**src/rtl/register_file.sv**
```systemverilog
// -----------------------------------------------------------------------------
// register_file
//
// Purpose:
//   General-purpose register storage of 2**ADDR_WIDTH load-enabled registers.
//   It has one general write port and three combinational read ports (A, B, D).
//   A dedicated PC load/read path targets register PC_INDEX.
//   Writeback drives the write port and the PC update. Decode/operand fetch
//   consumes the read ports.
//
// Ports:
//   clk            in   rising-edge clock
//   reset          in   asynchronous, active-high; clears every register
//   write_enable   in   general write strobe
//   write_addr     in   general write destination
//   write_data     in   general write data
//   pc_load_enable in   PC write strobe (targets PC_INDEX)
//   pc_in          in   next PC value
//   read_addr_a/b/d in  read port selects
//   read_data_a/b/d out contents of the selected registers
//   pc_out         out  contents of register PC_INDEX
//
// Configuration:
//   REGFILE_BYPASS_EN - when defined, the read ports and pc_out forward the
//   value that will be written on the coming edge. General write data takes
//   priority over pc_in. Forwarding is forced to zero while reset is high.
//   When undefined, the outputs always show the stored contents.
// -----------------------------------------------------------------------------
module register_file #(
  parameter int DATA_WIDTH = 32,
  parameter int ADDR_WIDTH = 4,
  parameter int PC_INDEX   = 15
) (
  input  logic                  clk,
  input  logic                  reset,
  input  logic                  write_enable,
  input  logic [ADDR_WIDTH-1:0] write_addr,
  input  logic [DATA_WIDTH-1:0] write_data,
  input  logic                  pc_load_enable,
  input  logic [DATA_WIDTH-1:0] pc_in,
  input  logic [ADDR_WIDTH-1:0] read_addr_a,
  input  logic [ADDR_WIDTH-1:0] read_addr_b,
  input  logic [ADDR_WIDTH-1:0] read_addr_d,
  output logic [DATA_WIDTH-1:0] read_data_a,
  output logic [DATA_WIDTH-1:0] read_data_b,
  output logic [DATA_WIDTH-1:0] read_data_d,
  output logic [DATA_WIDTH-1:0] pc_out
);

  localparam int NUM_REGS = 2 ** ADDR_WIDTH;

  logic [DATA_WIDTH-1:0] regs_q [NUM_REGS];
  logic [DATA_WIDTH-1:0] regs_d [NUM_REGS];
  logic [DATA_WIDTH-1:0] view_s [NUM_REGS];
  logic [NUM_REGS-1:0]   load_en_s;

  // Write-address decoder: one-hot load enable, all zero when not writing
  always_comb begin
    load_en_s = '0;
    if (write_enable) begin
      load_en_s[write_addr] = 1'b1;
    end else begin
      load_en_s = '0;
    end
  end

  // Next-state per register; the general write beats the PC load on PC_INDEX
  always_comb begin
    for (int i = 0; i < NUM_REGS; i++) begin
      regs_d[i] = regs_q[i];
      if (load_en_s[i]) begin
        regs_d[i] = write_data;
      end else if ((i == PC_INDEX) && pc_load_enable) begin
        regs_d[i] = pc_in;
      end else begin
        regs_d[i] = regs_q[i];
      end
    end
  end

  // Register storage with asynchronous clear
  always_ff @(posedge clk or posedge reset) begin
    if (reset) begin
      for (int i = 0; i < NUM_REGS; i++) begin
        regs_q[i] <= '0;
      end
    end else begin
      for (int i = 0; i < NUM_REGS; i++) begin
        regs_q[i] <= regs_d[i];
      end
    end
  end

`ifdef REGFILE_BYPASS_EN
  // Forwarded view: regs_d already has the write-over-PC priority.
  // The view is forced to zero during reset so bypass data cannot leak out.
  always_comb begin
    for (int i = 0; i < NUM_REGS; i++) begin
      if (reset) begin
        view_s[i] = '0;
      end else begin
        view_s[i] = regs_d[i];
      end
    end
  end
`else
  // Stored view: outputs reflect register contents only
  always_comb begin
    for (int i = 0; i < NUM_REGS; i++) begin
      view_s[i] = regs_q[i];
    end
  end
`endif

  // Every ADDR_WIDTH-bit address selects a real entry, so the muxes are fully decoded
  assign read_data_a = view_s[read_addr_a];
  assign read_data_b = view_s[read_addr_b];
  assign read_data_d = view_s[read_addr_d];
  assign pc_out      = view_s[PC_INDEX];

endmodule

```
**config.mk**
```make
export PLATFORM = sky130hd
export DESIGN_NAME = register_file
export DESIGN_NICKNAME = d
export VERILOG_FILES = /design/src/rtl/register_file.sv
export SDC_FILE = /design/constraint.sdc
export NUM_CORES = 1
export LEC_CHECK = 0
export CAP_MARGIN = 20
export CORE_MARGIN = 1.5
export CORE_UTILIZATION = 30
export DETAILED_ROUTE_END_ITERATION = 16
export MAX_ROUTING_LAYER = met4
export PLACE_DENSITY = 0.46
export SYNTH_ARGS = -nofsm -noshare
export SYNTH_HDL_FRONTEND = slang
export SYNTH_SLANG_ARGS = --single-unit
```
**constraint.sdc**
```tcl
create_clock -name clk -period 32.1 [get_ports clk]
set_clock_uncertainty 0.1 [all_clocks]
set_input_delay 6.42 -clock clk [delete_from_list [all_inputs] [get_ports clk]]
set_output_delay 6.42 -clock clk [all_outputs]
set_load 0.02 [all_outputs]
```
==> results of run 1 <==
==> power breakdown <==
group	internal (mW)	switching (mW)	total, mW
combinational	0.397	0.266	0.663
sequential	0.792	0.141	0.934
clock	0.437	0.299	0.735
==> final cells by class <==
class | count | area share [%]
diodes | 1 | 0.006934
flip-flops and latches | 512 | 35.50
inverters | 1 | 0.03120
multi-input cells | 1252 | 46.97
clock inverters | 21 | 0.5374
clock buffers | 97 | 5.374
well taps | 1368 | 4.743
repair buffers | 254 | 6.840
==> cells in the final DEF, fill, tap and decap left out <==
cell,count
a22oi_1,192
and2_2,3
buf_16,1
buf_2,1
buf_4,42
buf_6,3
buf_8,3
bufinv_16,2
clkbuf_1,15
clkbuf_16,67
clkbuf_8,15
clkdlybuf4s50_1,204
clkinv_2,11
clkinvlp_4,2
dfrtp_1,512
diode_2,1
inv_16,1
inv_6,5
inv_8,1
mux2_1,15
mux2_2,529
mux4_2,384
nand2_1,97
nand2_4,1
nand2b_1,2
nand2b_4,3
nand3_1,1
nand3b_1,2
nor2_1,1
nor2_4,12
nor2b_4,7
nor3b_2,1
or3_2,2
==> cells by family after synthesis <==
logic type	count (synthesis)
simple gates	132
flops	512
compound gates	192
buf+inv	252
mux	928
==> state kept, by name, summed over array words and instances (netlist names) <==
name,cells
pc_out,32
regs_q,480
==> how the worst max path moves through the flow <==
stage / start / end / slack [ps] / cells past startpoint
3_3_place_gp: read_addr_d[0] / read_data_d[28] / 15120 / 7
3_5_place_dp: read_addr_d[0] / read_data_d[28] / 15110 / 7
2_1_floorplan: reset / pc_out[0]$_DFFE_PP0P_ / 11280 / 1
6_report: read_addr_d[0] / read_data_d[28] / 15290 / 7
4_1_cts: read_addr_d[0] / read_data_d[28] / 15110 / 7
5_1_grt: read_addr_d[0] / read_data_d[28] / 14960 / 7
==> routing by layer <==
metal | vias to the layer above | share of wire, % | wire (um)
met4 | 0 | 2.2 | 2416
met2 | 856 | 46 | 50390
met3 | 150 | 6.8 | 7401
li1 | 8193 | - | -
met5 | - | 0 | 0
met1 | 11230 | 45 | 48380
==> through the flow <==
step,instances,hold WS [ps]
6_report,3506,439.3
3_3_place_gp,3386,403.3
3_5_place_dp,3386,430.1
2_1_floorplan,2016,387.4
4_1_cts,3504,442.4
5_1_grt,3505,457.4
==> metrics.md, run 1 <==
| Metric | Value |
|---|---|
| Placed cell areas | `33930 sq um` |
| Layout cell share with drive strength beyond 1 | `51.29%` |
| Avg WL per Cell | `30.97 um` |
| Worst hold path class | `flip-flop to flip-flop` |
| Ys flop type | `dfrtp_1` |
| Post-Synth XOR/XNOR Area | `0%` |
| Hold_buf cts | `0` |
| CTS Sinks | `512` |
| Seq/Total Area, Yosys | `41.59%` |
| Setup TNS | `0 ps` |
| CP cell instances | `buf_8 -> buf_4 -> buf_4 -> mux4_2 -> a22oi_1 -> nand2_1 -> clkdlybuf4s50_1` |
| Hold Violations, Final | `0` |
| Peak supply drop | `33.65 uV` |
| Post_cts resized | `0` |
| Type of origin of the critical path | `input port` |
| Core Util, Final | `35.47%` |
| WHS Endpoint | `regs_q[119]$_DFFE_PP0P_` |
| CP Max Fanout | `52` |
| Top-count cell post-synth | `mux2_2` |
| Simple-gate area share of the yosys netlist | `1.803%` |
| Area of the multi-input gates | `16950 sq um` |
| Max Cap Viol | `0` |
| DR vias/cell | `5.827` |
| Crit Path Class | `input port to output pin` |
| Final #Nets | `2171` |
| Core area | `101700 sq um` |
| P_leak | `14.09 nW` |
| # setup viols final | `0` |
| TritonCTS clock tree | `done` |
| RSZ-0062 raised after global routing | `no` |
| Fmax | `0.05950 GHz` |
| CP dominant cell by count | `buf_4` |
| Register-to-Register Path Depth | `2` |
| Worst EP arrival | `10290 ps` |
| Synth area leaders | `dfrtp_1 42%, mux4_2 28%, mux2_2 19%` |
| CP Capture Type | `output pin` |
| WHS Path Cells | `1` |
| Synth Area in Compound Gates | `4.679%` |
| Most instantiated cells after synthesis | `529 x mux2_2, 512 x dfrtp_1, 384 x mux4_2` |
| P&R area growth vs syn | `17.16%` |
| Worst Path Buf+Inv | `4` |
| Tot Pwr | `2.332 mW` |
| WL final | `108.6 mm` |
| Clock latency at the later pin of the worst-skew pair | `610 ps` |
| Met2 Use GR | `32.54%` |
| Worst path max stage delay | `830 ps` |
| Mux cell area share after synthesis | `47.96%` |
| Gr ovfl total | `0` |
| Yosys top cell by area | `dfrtp_1` |
| Via count | `20430` |
| Pre-CTS setup slack | `15110 ps` |
| Largest family of logic cells by synthesized area | `multiplexers` |
| CTS buffer count | `66` |
| Mean Syn Cell Area | `15.28 sq um` |
| First-pass GRT wire length | `157.7 mm` |
| Final period utilization | `52.36%` |
| Storage element area | `12810 sq um` |
| Reg2Reg Capture Point | `pc_out[29]$_DFFE_PP0P_` |
| Post-synth ARST share | `100.0%` |
| H-Tree Depth | `3` |
| Met3 usage | `3.888%` |
| Initial antenna violation count | `3` |
| Largest net degree at the start of global routing | `107` |
| Min-delay src | `regs_q[119]$_DFFE_PP0P_` |
| # fillers | `9659` |
| Clock slew seen by the registers of the worst setup and hold paths | `60 ps` |
| Design Area, Final | `36090 sq um` |
| Period minus WS final | `16810 ps` |
| Synth Cell Area | `30800 sq um` |
| Pwr/cell area | `64.61 nW/um^2` |
| Port bufs | `211` |
| Antenna Violating Nets Remaining | `0` |
| EDFF count, synth | `0` |
| Number of synthesized register bits | `512` |
| CP delay by family, top | `buffers and inverters` |
| Max Slew Vio Count | `0` |
| Status | `complete, no violations` |
| Final worst slack | `15290 ps` |
| Initial Util | `30.28%` |
| Reg2reg start | `pc_out[29]$_DFFE_PP0P_` |
| DRC Markers | `0` |
| DRC violation total after the first TritonRoute iteration | `2029` |
| Yosys warning count | `0` |
| M1 GR Usage | `29.90%` |
| Postcts setup bufs | `0` |
| Cell Rows | `117` |
| Slew HR | `27.64%` |
| Data required, critical path | `25580 ps` |
| Detailed Place HPWL | `60.66 mm` |
| Height of the die | `323.4 um` |
| GRT Util Overall | `21.61%` |
| Synth Area in Adders | `0%` |
| Die X | `323.4 um` |
| Area share of the leading cell type in the synthesized netlist | `41.59%` |
| Worst-Margin Slew | `1085 ps` |
| Area of the die | `104600 sq um` |
| Busiest grt layer | `met2` |
| Mapped Cells | `2016` |
| CTS root buffer | `clkbuf_16` |
| Drt pass-1 iters | `5` |
| Slowest-stage cell, CP | `buf_4` |
| Bufs on Longest Clock Path | `3` |
| Syn_nets | `2100` |
| R2R Setup Slk | `30700 ps` |
| Boundary Pins | `212` |
| Final GP Congestion | `0.7849` |
| Synth cell types | `20` |
| Vias in the first global route | `21340` |
Note: power is estimated with default switching activity, not from simulation.
==> run 2: changes to the inputs <==
==> constraint.sdc (replaced) <==
create_clock -name clk -period 15.64 [get_ports clk]
set_clock_uncertainty 0.1 [all_clocks]
set_input_delay 3.128 -clock clk [delete_from_list [all_inputs] [get_ports clk]]
set_output_delay 3.128 -clock clk [all_outputs]
set_load 0.02 [all_outputs]
==> metrics.md, run 2 (synthesis gave the netlist of run 1 again) <==
| Metric | Value |
|---|---|
| P&R area growth vs syn | `17.84%` |
| # setup viols final | `0` |
| Data required, critical path | `12410 ps` |
| Fmax | `0.09902 GHz` |
| Max Cap Viol | `0` |
| Via count | `20430` |
| Min-delay src | `regs_q[408]$_DFFE_PP0P_` |
| Status | `complete, no violations` |
| Pwr/cell area | `135.6 nW/um^2` |
| Period minus WS final | `10100 ps` |
| H-Tree Depth | `3` |
| Tot Pwr | `4.923 mW` |
| R2R Setup Slk | `14290 ps` |
| Hold slack final | `436.0 ps` |
| Worst EP arrival | `6870 ps` |
| Gr ovfl total | `0` |
| Final period utilization | `64.57%` |
| Slowest-stage cell, CP | `buf_4` |
| Pre-CTS setup slack | `5586 ps` |
| Clock latency at the later pin of the worst-skew pair | `610 ps` |
| Worst path max stage delay | `850 ps` |
| Initial Util | `30.28%` |
| Max reg flops | `480` |
| CTS Sinks | `512` |
| Max Slew Vio Count | `0` |
| Hold Violations, Final | `0` |
| Most frequent cells in the layout | `529 x mux2_2, 512 x dfrtp_1, 384 x mux4_2` |
| Height of the die | `323.4 um` |
| Leading cell type in the layout, fill and taps excluded | `mux2_2` |
| WHS Path Cells | `1` |
| Clock slew seen by the registers of the worst setup and hold paths | `60 ps` |
| TritonCTS clock tree | `done` |
| Core area | `101700 sq um` |
| GRT Util Overall | `21.26%` |
| RSZ-0062 raised after global routing | `no` |
| CP Max Fanout | `52` |
| Layout cell share with drive strength beyond 1 | `51.64%` |
| Crit Path Class | `input port to output pin` |
| Detailed Place HPWL | `58.51 mm` |
| Reg2reg start | `pc_out[30]$_DFFE_PP0P_` |
| Drt pass-1 iters | `5` |
| CP Capture Type | `output pin` |
| Largest reg by FF count | `regs_q` |
| Storage element area | `12810 sq um` |
| DR vias/cell | `5.832` |
| Postcts setup bufs | `0` |
| Final worst slack | `5541 ps` |
| Final GP Congestion | `0.7579` |
| Hold_buf cts | `0` |
| Final #Nets | `2169` |
| # fillers | `9684` |
| Port bufs | `211` |
| Cell Rows | `117` |
| Reg2Reg Capture Point | `pc_out[30]$_DFFE_PP0P_` |
| Type of origin of the critical path | `input port` |
| WL final | `107.2 mm` |
| DRC violation total after the first TritonRoute iteration | `1638` |
| CTS buffer count | `67` |
| Slew HR | `33.71%` |
| DRC Markers | `0` |
| CP dominant cell by count | `buf_4` |
| Worst-Margin Slew | `994.4 ps` |
| Setup TNS | `0 ps` |
| Vias in the first global route | `21680` |
| CP cell instances | `buf_6 -> buf_4 -> buf_4 -> mux4_2 -> a22oi_1 -> nand2_1 -> clkdlybuf4s50_1` |
| CTS root buffer | `clkbuf_16` |
| First-pass GRT wire length | `155.3 mm` |
| Largest net degree at the start of global routing | `154` |
| Antenna cells | `0` |
| Register-to-Register Path Depth | `2` |
| Die X | `323.4 um` |
| Antenna Violating Nets Remaining | `0` |
| Avg WL per Cell | `30.61 um` |
| WHS Endpoint | `regs_q[408]$_DFFE_PP0P_` |
| Boundary Pins | `212` |
| Peak supply drop | `64.24 uV` |
| Post_cts resized | `0` |
| Area of the multi-input gates | `16960 sq um` |
| Worst hold path class | `flip-flop to flip-flop` |
| Area of the die | `104600 sq um` |
| P_leak | `14.19 nW` |
| Bufs on Longest Clock Path | `3` |
| Initial antenna violation count | `2` |
[run 2: cell types whose count changed in the layout (fill, tap and decap cells not counted), sizes merged]
cell | before | now
buf | 50 | 47
clkbuf | 97 | 93
inv | 7 | 5
diode | 1 | 0
clkinvlp | 2 | 3
clkinv | 11 | 12
bufinv | 2 | 8
[run 2: worst max path at each step]
stage	to	start
final	read_data_a[29]	read_addr_a[1]
after floorplan	pc_out[0]$_DFFE_PP0P_	reset
after global routing	read_data_a[29]	read_addr_a[1]
after global placement	read_data_a[29]	read_addr_a[1]
after detailed placement	read_data_a[29]	read_addr_a[1]
after CTS	read_data_a[29]	read_addr_a[1]
[run 2: layout make-up]
class | instances | area share, %
Clock buffer | 93 | 5.474
Inverter | 1 | 0.02068
Tap cell | 1368 | 4.715
Multi-Input combinational cell | 1252 | 46.72
Timing Repair Buffer | 251 | 6.753
Sequential cell | 512 | 35.30
Clock inverter | 27 | 1.020
[run 2: critical path, delay by kind of cell]
kind,cells,cell delay (ps)
mux,1,600
compound gates,1,240
simple gates,1,240
buf+inv,4,2590
[run 2: per-layer routing]
metal | vias up | wire, um | global-route usage [%]
met5 | - | 0 | -
met4 | 0 | 2935 | 6.541
met3 | 190 | 7322 | 4.189
met2 | 850 | 49940 | 32.14
met1 | 11190 | 47050 | 28.79
li1 | 8207 | - | -
[run 2: power breakdown]
| part | internal, mW | switching, mW | leakage, nW | total, mW |
|---|---|---|---|---|
| Sequential | 1.63 | 0.286 | 6.26 | 1.91 |
| Combinational | 0.814 | 0.548 | 6.76 | 1.36 |
| Clock | 1.02 | 0.627 | 1.17 | 1.65 |
[run 2: stage by stage]
stage	cells	cell area, sq um	utilization [%]
after floorplan	2016	30810	-
after global placement	3384	33940	33.36
after detailed placement	3384	33940	33.36
after CTS	3504	36300	35.68
after global routing	3504	36300	35.68
final	3504	36300	35.68
